$ cat src/rtl/bios_sink.sv
// bios_sink: consuming end of the BIOS loader handshake. Buffers words in a
// 4-entry FIFO, writes them to boot memory and releases the CPU when complete.
// Define BIOS_SINK_CHECKSUM_EN to require a zero byte-sum before releasing the CPU.
`timescale 1ns/1ps
module bios_sink #(
    parameter int          NWORDS = 4096,
    parameter logic [19:0] BASE   = 20'hFE000
) (
    input  logic        clk_sys,
    input  logic        reset,
    input  logic [12:0] bios_addr,
    input  logic [15:0] bios_din,
    input  logic        bios_wr,
    output logic        bios_req,
    output logic [19:0] mem_addr,
    output logic [15:0] mem_data,
    output logic        mem_we,
    input  logic        mem_ack,
    output logic        cpu_hold,
    output logic        done,
    output logic        err,
    output logic [7:0]  checksum
);
    typedef enum logic [2:0] {
        S_IDLE,
        S_LOAD,
        S_DRAIN,
        S_DONE,
        S_ERR
    } state_t;

    state_t      state_reg, state_next;
    logic [13:0] expected_reg, expected_next;
    logic [2:0]  count_reg, count_next;
    logic [1:0]  wr_ptr_reg, wr_ptr_next;
    logic [1:0]  rd_ptr_reg, rd_ptr_next;
    logic        bios_req_reg, bios_req_next;
    logic [19:0] fifo_addr [4];
    logic [15:0] fifo_data [4];
    logic        accept, addr_match, push, pop, last_word, image_ok;

    assign accept     = bios_req_reg & bios_wr;
    assign addr_match = ({1'b0, bios_addr} == expected_reg);
    assign push       = accept & addr_match;
    assign pop        = mem_we & mem_ack;
    assign last_word  = (expected_reg == 14'(NWORDS - 1));

`ifdef BIOS_SINK_CHECKSUM_EN
    logic [7:0] sum_reg, sum_next;

    // Every accepted word contributes, including one with a bad address.
    always_comb begin
        sum_next = sum_reg;
        if (accept) begin
            sum_next = sum_reg + bios_din[7:0] + bios_din[15:8];
        end
    end

    always_ff @(posedge clk_sys or posedge reset) begin
        if (reset) begin
            sum_reg <= 8'h00;
        end else begin
            sum_reg <= sum_next;
        end
    end

    assign checksum = sum_reg;
    assign image_ok = (sum_reg == 8'h00);
`else
    assign checksum = 8'h00;
    assign image_ok = 1'b1;
`endif

    always_comb begin
        state_next    = state_reg;
        expected_next = expected_reg;
        case (state_reg)
            S_IDLE: state_next = S_LOAD;
            S_LOAD: begin
                if (accept) begin
                    if (!addr_match) begin
                        state_next = S_ERR;
                    end else begin
                        expected_next = expected_reg + 14'd1;
                        if (last_word) begin
                            state_next = S_DRAIN;
                        end
                    end
                end
            end
            S_DRAIN: begin
                if (count_reg == 3'd0) begin
                    state_next = image_ok ? S_DONE : S_ERR;
                end
            end
            default: state_next = state_reg;
        endcase
    end

    // In ERR the head write is allowed to finish; its ack discards the rest.
    always_comb begin
        wr_ptr_next = wr_ptr_reg;
        rd_ptr_next = rd_ptr_reg;
        count_next  = count_reg;
        if (state_reg == S_ERR) begin
            if (pop) begin
                rd_ptr_next = wr_ptr_reg;
                count_next  = 3'd0;
            end
        end else begin
            if (push) begin
                wr_ptr_next = wr_ptr_reg + 2'd1;
            end
            if (pop) begin
                rd_ptr_next = rd_ptr_reg + 2'd1;
            end
            case ({push, pop})
                2'b10:   count_next = count_reg + 3'd1;
                2'b01:   count_next = count_reg - 3'd1;
                default: count_next = count_reg;
            endcase
        end
        // Leaving one free slot behind the request covers the word that may
        // land on the edge where the request is seen high.
        bios_req_next = (state_reg == S_LOAD) && (state_next == S_LOAD) &&
                        (count_next <= 3'd2);
    end

    always_ff @(posedge clk_sys or posedge reset) begin
        if (reset) begin
            state_reg    <= S_IDLE;
            expected_reg <= 14'd0;
            count_reg    <= 3'd0;
            wr_ptr_reg   <= 2'd0;
            rd_ptr_reg   <= 2'd0;
            bios_req_reg <= 1'b0;
        end else begin
            state_reg    <= state_next;
            expected_reg <= expected_next;
            count_reg    <= count_next;
            wr_ptr_reg   <= wr_ptr_next;
            rd_ptr_reg   <= rd_ptr_next;
            bios_req_reg <= bios_req_next;
        end
    end

    always_ff @(posedge clk_sys) begin
        if (push) begin
            fifo_addr[wr_ptr_reg] <= BASE + {6'd0, expected_reg};
            fifo_data[wr_ptr_reg] <= bios_din;
        end
    end

    assign bios_req = bios_req_reg;
    assign mem_we   = (count_reg != 3'd0);
    assign mem_addr = mem_we ? fifo_addr[rd_ptr_reg] : 20'd0;
    assign mem_data = mem_we ? fifo_data[rd_ptr_reg] : 16'd0;
    assign cpu_hold = (state_reg != S_DONE);
    assign done     = (state_reg == S_DONE);
    assign err      = (state_reg == S_ERR);
endmodule

$ cat config.mk
export PLATFORM = sky130hd
export DESIGN_NAME = bios_sink
export DESIGN_NICKNAME = d
export VERILOG_FILES = /design/src/rtl/bios_sink.sv
export SDC_FILE = /design/constraint.sdc
export NUM_CORES = 1
export LEC_CHECK = 0
export CAP_MARGIN = 40
export CORE_AREA = 5 5 131 133
export CTS_CLUSTER_SIZE = 25
export DETAILED_ROUTE_END_ITERATION = 7
export DIE_AREA = 0 0 136 138
export GPL_TIMING_DRIVEN = 0
export SLEW_MARGIN = 20
export SYNTH_ARGS = -nofsm -noshare
export SYNTH_HDL_FRONTEND = slang
export SYNTH_SLANG_ARGS = --single-unit
$ cat constraint.sdc
create_clock -name clk_sys -period 3.75 [get_ports clk_sys]
set_clock_uncertainty 0.2 [all_clocks]
set_input_delay 0.375 -clock clk_sys [delete_from_list [all_inputs] [get_ports clk_sys]]
set_output_delay 0.375 -clock clk_sys [all_outputs]
set_load 0.005 [all_outputs]
==> results of run 1 <==
[layer usage]
metal | wire (um) | vias up | GRT usage (%)
met2 | 5940 | 69 | 22.1
met1 | 5020 | 1661 | 17.0
met5 | 0 | - | 0
met4 | 177 | 0 | 4.93
li1 | - | 1551 | -
met3 | 478 | 12 | 3.66
[worst register-to-register path, stage by stage (launching register included)]
cell and delay [ns]:
sky130_fd_sc_hd__dfrtp_1 0.44, sky130_fd_sc_hd__buf_6 0.17, sky130_fd_sc_hd__xor2_1 0.16, sky130_fd_sc_hd__nor4_2 0.30, sky130_fd_sc_hd__nand4_2 0.31, sky130_fd_sc_hd__nor3_2 0.37
sky130_fd_sc_hd__inv_1 0.08, sky130_fd_sc_hd__ha_1 0.23, sky130_fd_sc_hd__fa_1 0.39, sky130_fd_sc_hd__xnor2_1 0.13, sky130_fd_sc_hd__nor2_1 0.19, sky130_fd_sc_hd__xnor2_1 0.15
sky130_fd_sc_hd__o2111ai_1 0.13, sky130_fd_sc_hd__nor2_1 0.12
[layout by cell type, fill, tap and decap left out, types with 4 or more instances in the layout]
cell	Yosys	routed
sky130_fd_sc_hd__a21oi_1	4	4
sky130_fd_sc_hd__and2_1	34	30
sky130_fd_sc_hd__and2_2	0	4
sky130_fd_sc_hd__buf_12	0	4
sky130_fd_sc_hd__buf_2	4	4
sky130_fd_sc_hd__buf_4	14	14
sky130_fd_sc_hd__clkbuf_1	6	13
sky130_fd_sc_hd__clkbuf_16	0	17
sky130_fd_sc_hd__clkdlybuf4s50_1	0	73
sky130_fd_sc_hd__conb_1	1	8
sky130_fd_sc_hd__dfrtp_1	25	25
sky130_fd_sc_hd__edfxtp_1	120	120
sky130_fd_sc_hd__ha_1	6	6
sky130_fd_sc_hd__inv_1	11	11
sky130_fd_sc_hd__mux4_2	30	30
sky130_fd_sc_hd__nand2_1	12	12
sky130_fd_sc_hd__nand3_1	5	5
sky130_fd_sc_hd__nor2_1	11	11
sky130_fd_sc_hd__nor3_1	11	10
sky130_fd_sc_hd__o21ai_0	4	4
sky130_fd_sc_hd__xnor2_1	4	4
sky130_fd_sc_hd__xor2_1	24	24
[path summary, 6_finish.rpt]
check	depth (start not counted)	to	start	slack, ns
max	6	mem_addr[15]	rd_ptr_reg[0]	0.26
max reg2reg	13	bios_req	expected_reg[7]	0.32
min	2	rd_ptr_reg[1]	reset	0.06
max in group asynchronous	3	expected_reg[6]	reset	2.83
min reg2reg	0	fifo_addr[0][4]	expected_reg[4]	0.35
min in group clk_sys	0	fifo_addr[0][4]	expected_reg[4]	0.35
[metrics by stage]
stage / cell area [um2] / total power [uW]
floorplan: 6210 / 2610
global placement: 7210 / 3310
detailed placement: 7310 / 3340
CTS: 7880 / 4960
global route: 7880 / 5130
finish: 7880 / 4870
[what timing repair did]
item / 4_1_cts / 5_1_grt
resized for setup: 0 / 1
setup endpoints to repair: 0 / 2
setup buffers: 0 / 0
endpoints found under the hold margin: 0 / 0
[cells by family (layout without fill, tap and decap cells)]
logic type               after synthesis  count (layout)  share of synthesized area [%]
XOR/XNOR                              28              28                           3.97
buffers and inverters                 40             150                           3.76
AO/OA/AOI/OAI                         14              14                           1.52
AND/OR/NAND/NOR                       91              91                           8.98
multiplexers                          35              35                           11.8
other                                  1               8                         0.0606
adder cells (fa/ha/maj)                7               7                           1.54
flip-flops                           145             145                           68.4
[where the power goes]
part	switching [uW]	internal (uW)	leakage [uW]
clock network	577	1040	0.000273
registers	36.7	1770	0.00128
logic	567	883	0.00117
[area by class of cell]
type / count / area, um2
Clock inverter: 8 / 111
Sequential cell: 145 / 4230
Multi-Input combinational cell: 183 / 1760
Timing Repair Buffer: 78 / 826
Fill cell: 1313 / 7830
Tap cell: 216 / 270
Clock buffer: 24 / 452
Buffer: 29 / 191
Inverter: 11 / 41.3
==> summary.md, run 1 <==
| Metric | Value |
|---|---|
| Width of the die | roughly 140 um |
| Number of flip-flops under the largest register name | between 60 and 70 |
| Global-route total usage across every layer | roughly 13% |
| Post-CTS clock slew at the launch and capture registers of the worst setup and hold paths | around 0.06 ns |
| Num CTS Buffers | 17 |
| Worst path required time | between 3 and 4 ns |
| Fraction of final layout cells with drive strength greater than 1 | between 15 and 20% |
| Clock Tree Buf Depth | 2 |
| Slew @ Worst Pin | approximately 0.65 ns |
| Crit path cell chain | clkbuf_1 -> buf_2 -> mux4_2 -> and2_1 -> buf_4 -> clkdlybuf4s50_1 |
| Max IR drop VDD | around 0.30 mV |
| Remaining max-slew budget at the tightest pin | a little under three fifths |
| GRT Residual Overflow | 0 |
| Top-area cell type share of the netlist area | ~58% |
| Largest driver fanout on the critical path | 10 |
| Kind of start point of the critical path | flop |
| Clock period minus final worst setup slack | about 3.5 ns |
| Worst path buffer plus inverter count | 4 |
| Arrival @ worst endpoint | a little under 3 ns |
| Hpwl dp | between 7 and 8 mm |
| Kind of cell adding the most delay to the critical path | buffers and inverters |
| Port Buffers | 73 |
| Diode count | 0 |
| Chip height | 138 um |
| Post-route DRC | 0 |
| Root buf cell | sky130_fd_sc_hd__clkbuf_16 |
| Last weighted congestion value of the routability-driven placer | between 0.8 and 0.9 |
| Power per cell area | between 600 and 700 mW/mm2 |
| Static leakage | around 0.0027 uW |
| Count of flip-flops with a built-in enable after synthesis | 120 |
| Post-route antenna net violation count | 0 |
| Drt wl/cell | roughly 17 um |
| Maximum capacitance violations | 0 |
| Total negative slack | 0 ns |
| Via count of the first global-routing pass | approximately 3500 |
| Total clock sinks | approximately 150 |
| Worst path max stage delay | about 0.56 ns |
| Wire length of the first global-routing pass | roughly 19 mm |
| Ranking of synthesized cells by area | sky130_fd_sc_hd__edfxtp_1 58%, sky130_fd_sc_hd__mux4_2 11%, sky130_fd_sc_hd__dfrtp_1 10% |
| Count of yosys warnings during synthesis | 0 |
| Kind of path behind the tightest hold check | input pin to asynchronous set/reset pin |
| Clock tree from TritonCTS | built |
| Number of nets at the end of the flow | 505 |
| Result of the run | finished clean |
| Worst-case hold slack | between 0.05 and 0.06 ns |
| FFs w/ async S/R, synth | around 17% |
| Slew Limit Fails | 0 |
| CTS Hold Buffers Added | 0 |
| Area enclosed by the die boundary | 0.0188 mm2 |
| Insertion delay to the later sink of the worst-skew pair | slightly above 0.4 ns |
| Start-to-end type of the worst setup path | flop to primary output |
| Std-Cell Rows | 46 |
| Instance count after placement with tap cells included | about 660 |
| Slowest stage cell on the critical path | sky130_fd_sc_hd__mux4_2 |
| Maximum number of pins on one net before global-route repair | 25 |
| Fin cells | around 690 |
| Part of the Yosys area used for sequential elements | between 60% and 70% |
| Total via count after detailed routing | approximately 3300 |
| Area of the mapped netlist | around 0.0062 mm2 |
| Per-cell via count in the routed design | approximately 4.7 |
| Top-level I/O count | 82 |
| Most frequent cells after synthesis | 120 x sky130_fd_sc_hd__edfxtp_1, 34 x sky130_fd_sc_hd__and2_1, 30 x sky130_fd_sc_hd__mux4_2, 25 x sky130_fd_sc_hd__dfrtp_1, 24 x sky130_fd_sc_hd__xor2_1 |
| Most common cell in the synthesized netlist | sky130_fd_sc_hd__edfxtp_1 |
| Starting density of the core | 39.4% |
| Number of DRC markers in iteration 0 | between 100 and 150 |
| Setup crit end kind | primary output |
| Number of synthesized register bits | 145 |
| H-Tree Level Count | 4 |
| Antenna violations before repair | 0 |
| Share of the cycle needed by the critical path after routing | 93.1% |
| Post-route worst setup slack | ~0.26 ns |
| Core Footprint | about 0.016 mm2 |
| Number of failing hold endpoints at the final stage | 0 |
| Setup Viol. Count Final | 0 |
| Largest area contributor in the synthesized netlist | sky130_fd_sc_hd__edfxtp_1 |
| Avg Inst Size Synth | ~17 um2 |
| Count of different cell masters after synthesis | a little over 40 |
| Synth-to-layout area growth | 27.4% |
| Number of cells produced by synthesis | 361 |
| Final routed wirelength across all metal layers | between 10 and 15 mm |
| Unrepaired setup endpoints after global routing | false |
| TritonRoute pass-1 iters | 4 |
| Main synth FF type | sky130_fd_sc_hd__edfxtp_1 |
| Final core utilization | roughly half |
| Worst setup slack after placement | -0.132 ns |
| Maximum clock frequency | between 200 and 300 MHz |
(Power assumes the default switching activity.)
==> inputs of run 2 (changes only) <==
- GPL_ROUTABILITY_DRIVEN: default -> 1
==> results of run 2 <==
No change in the layout: final DEF, timing and power equal those of run 1.
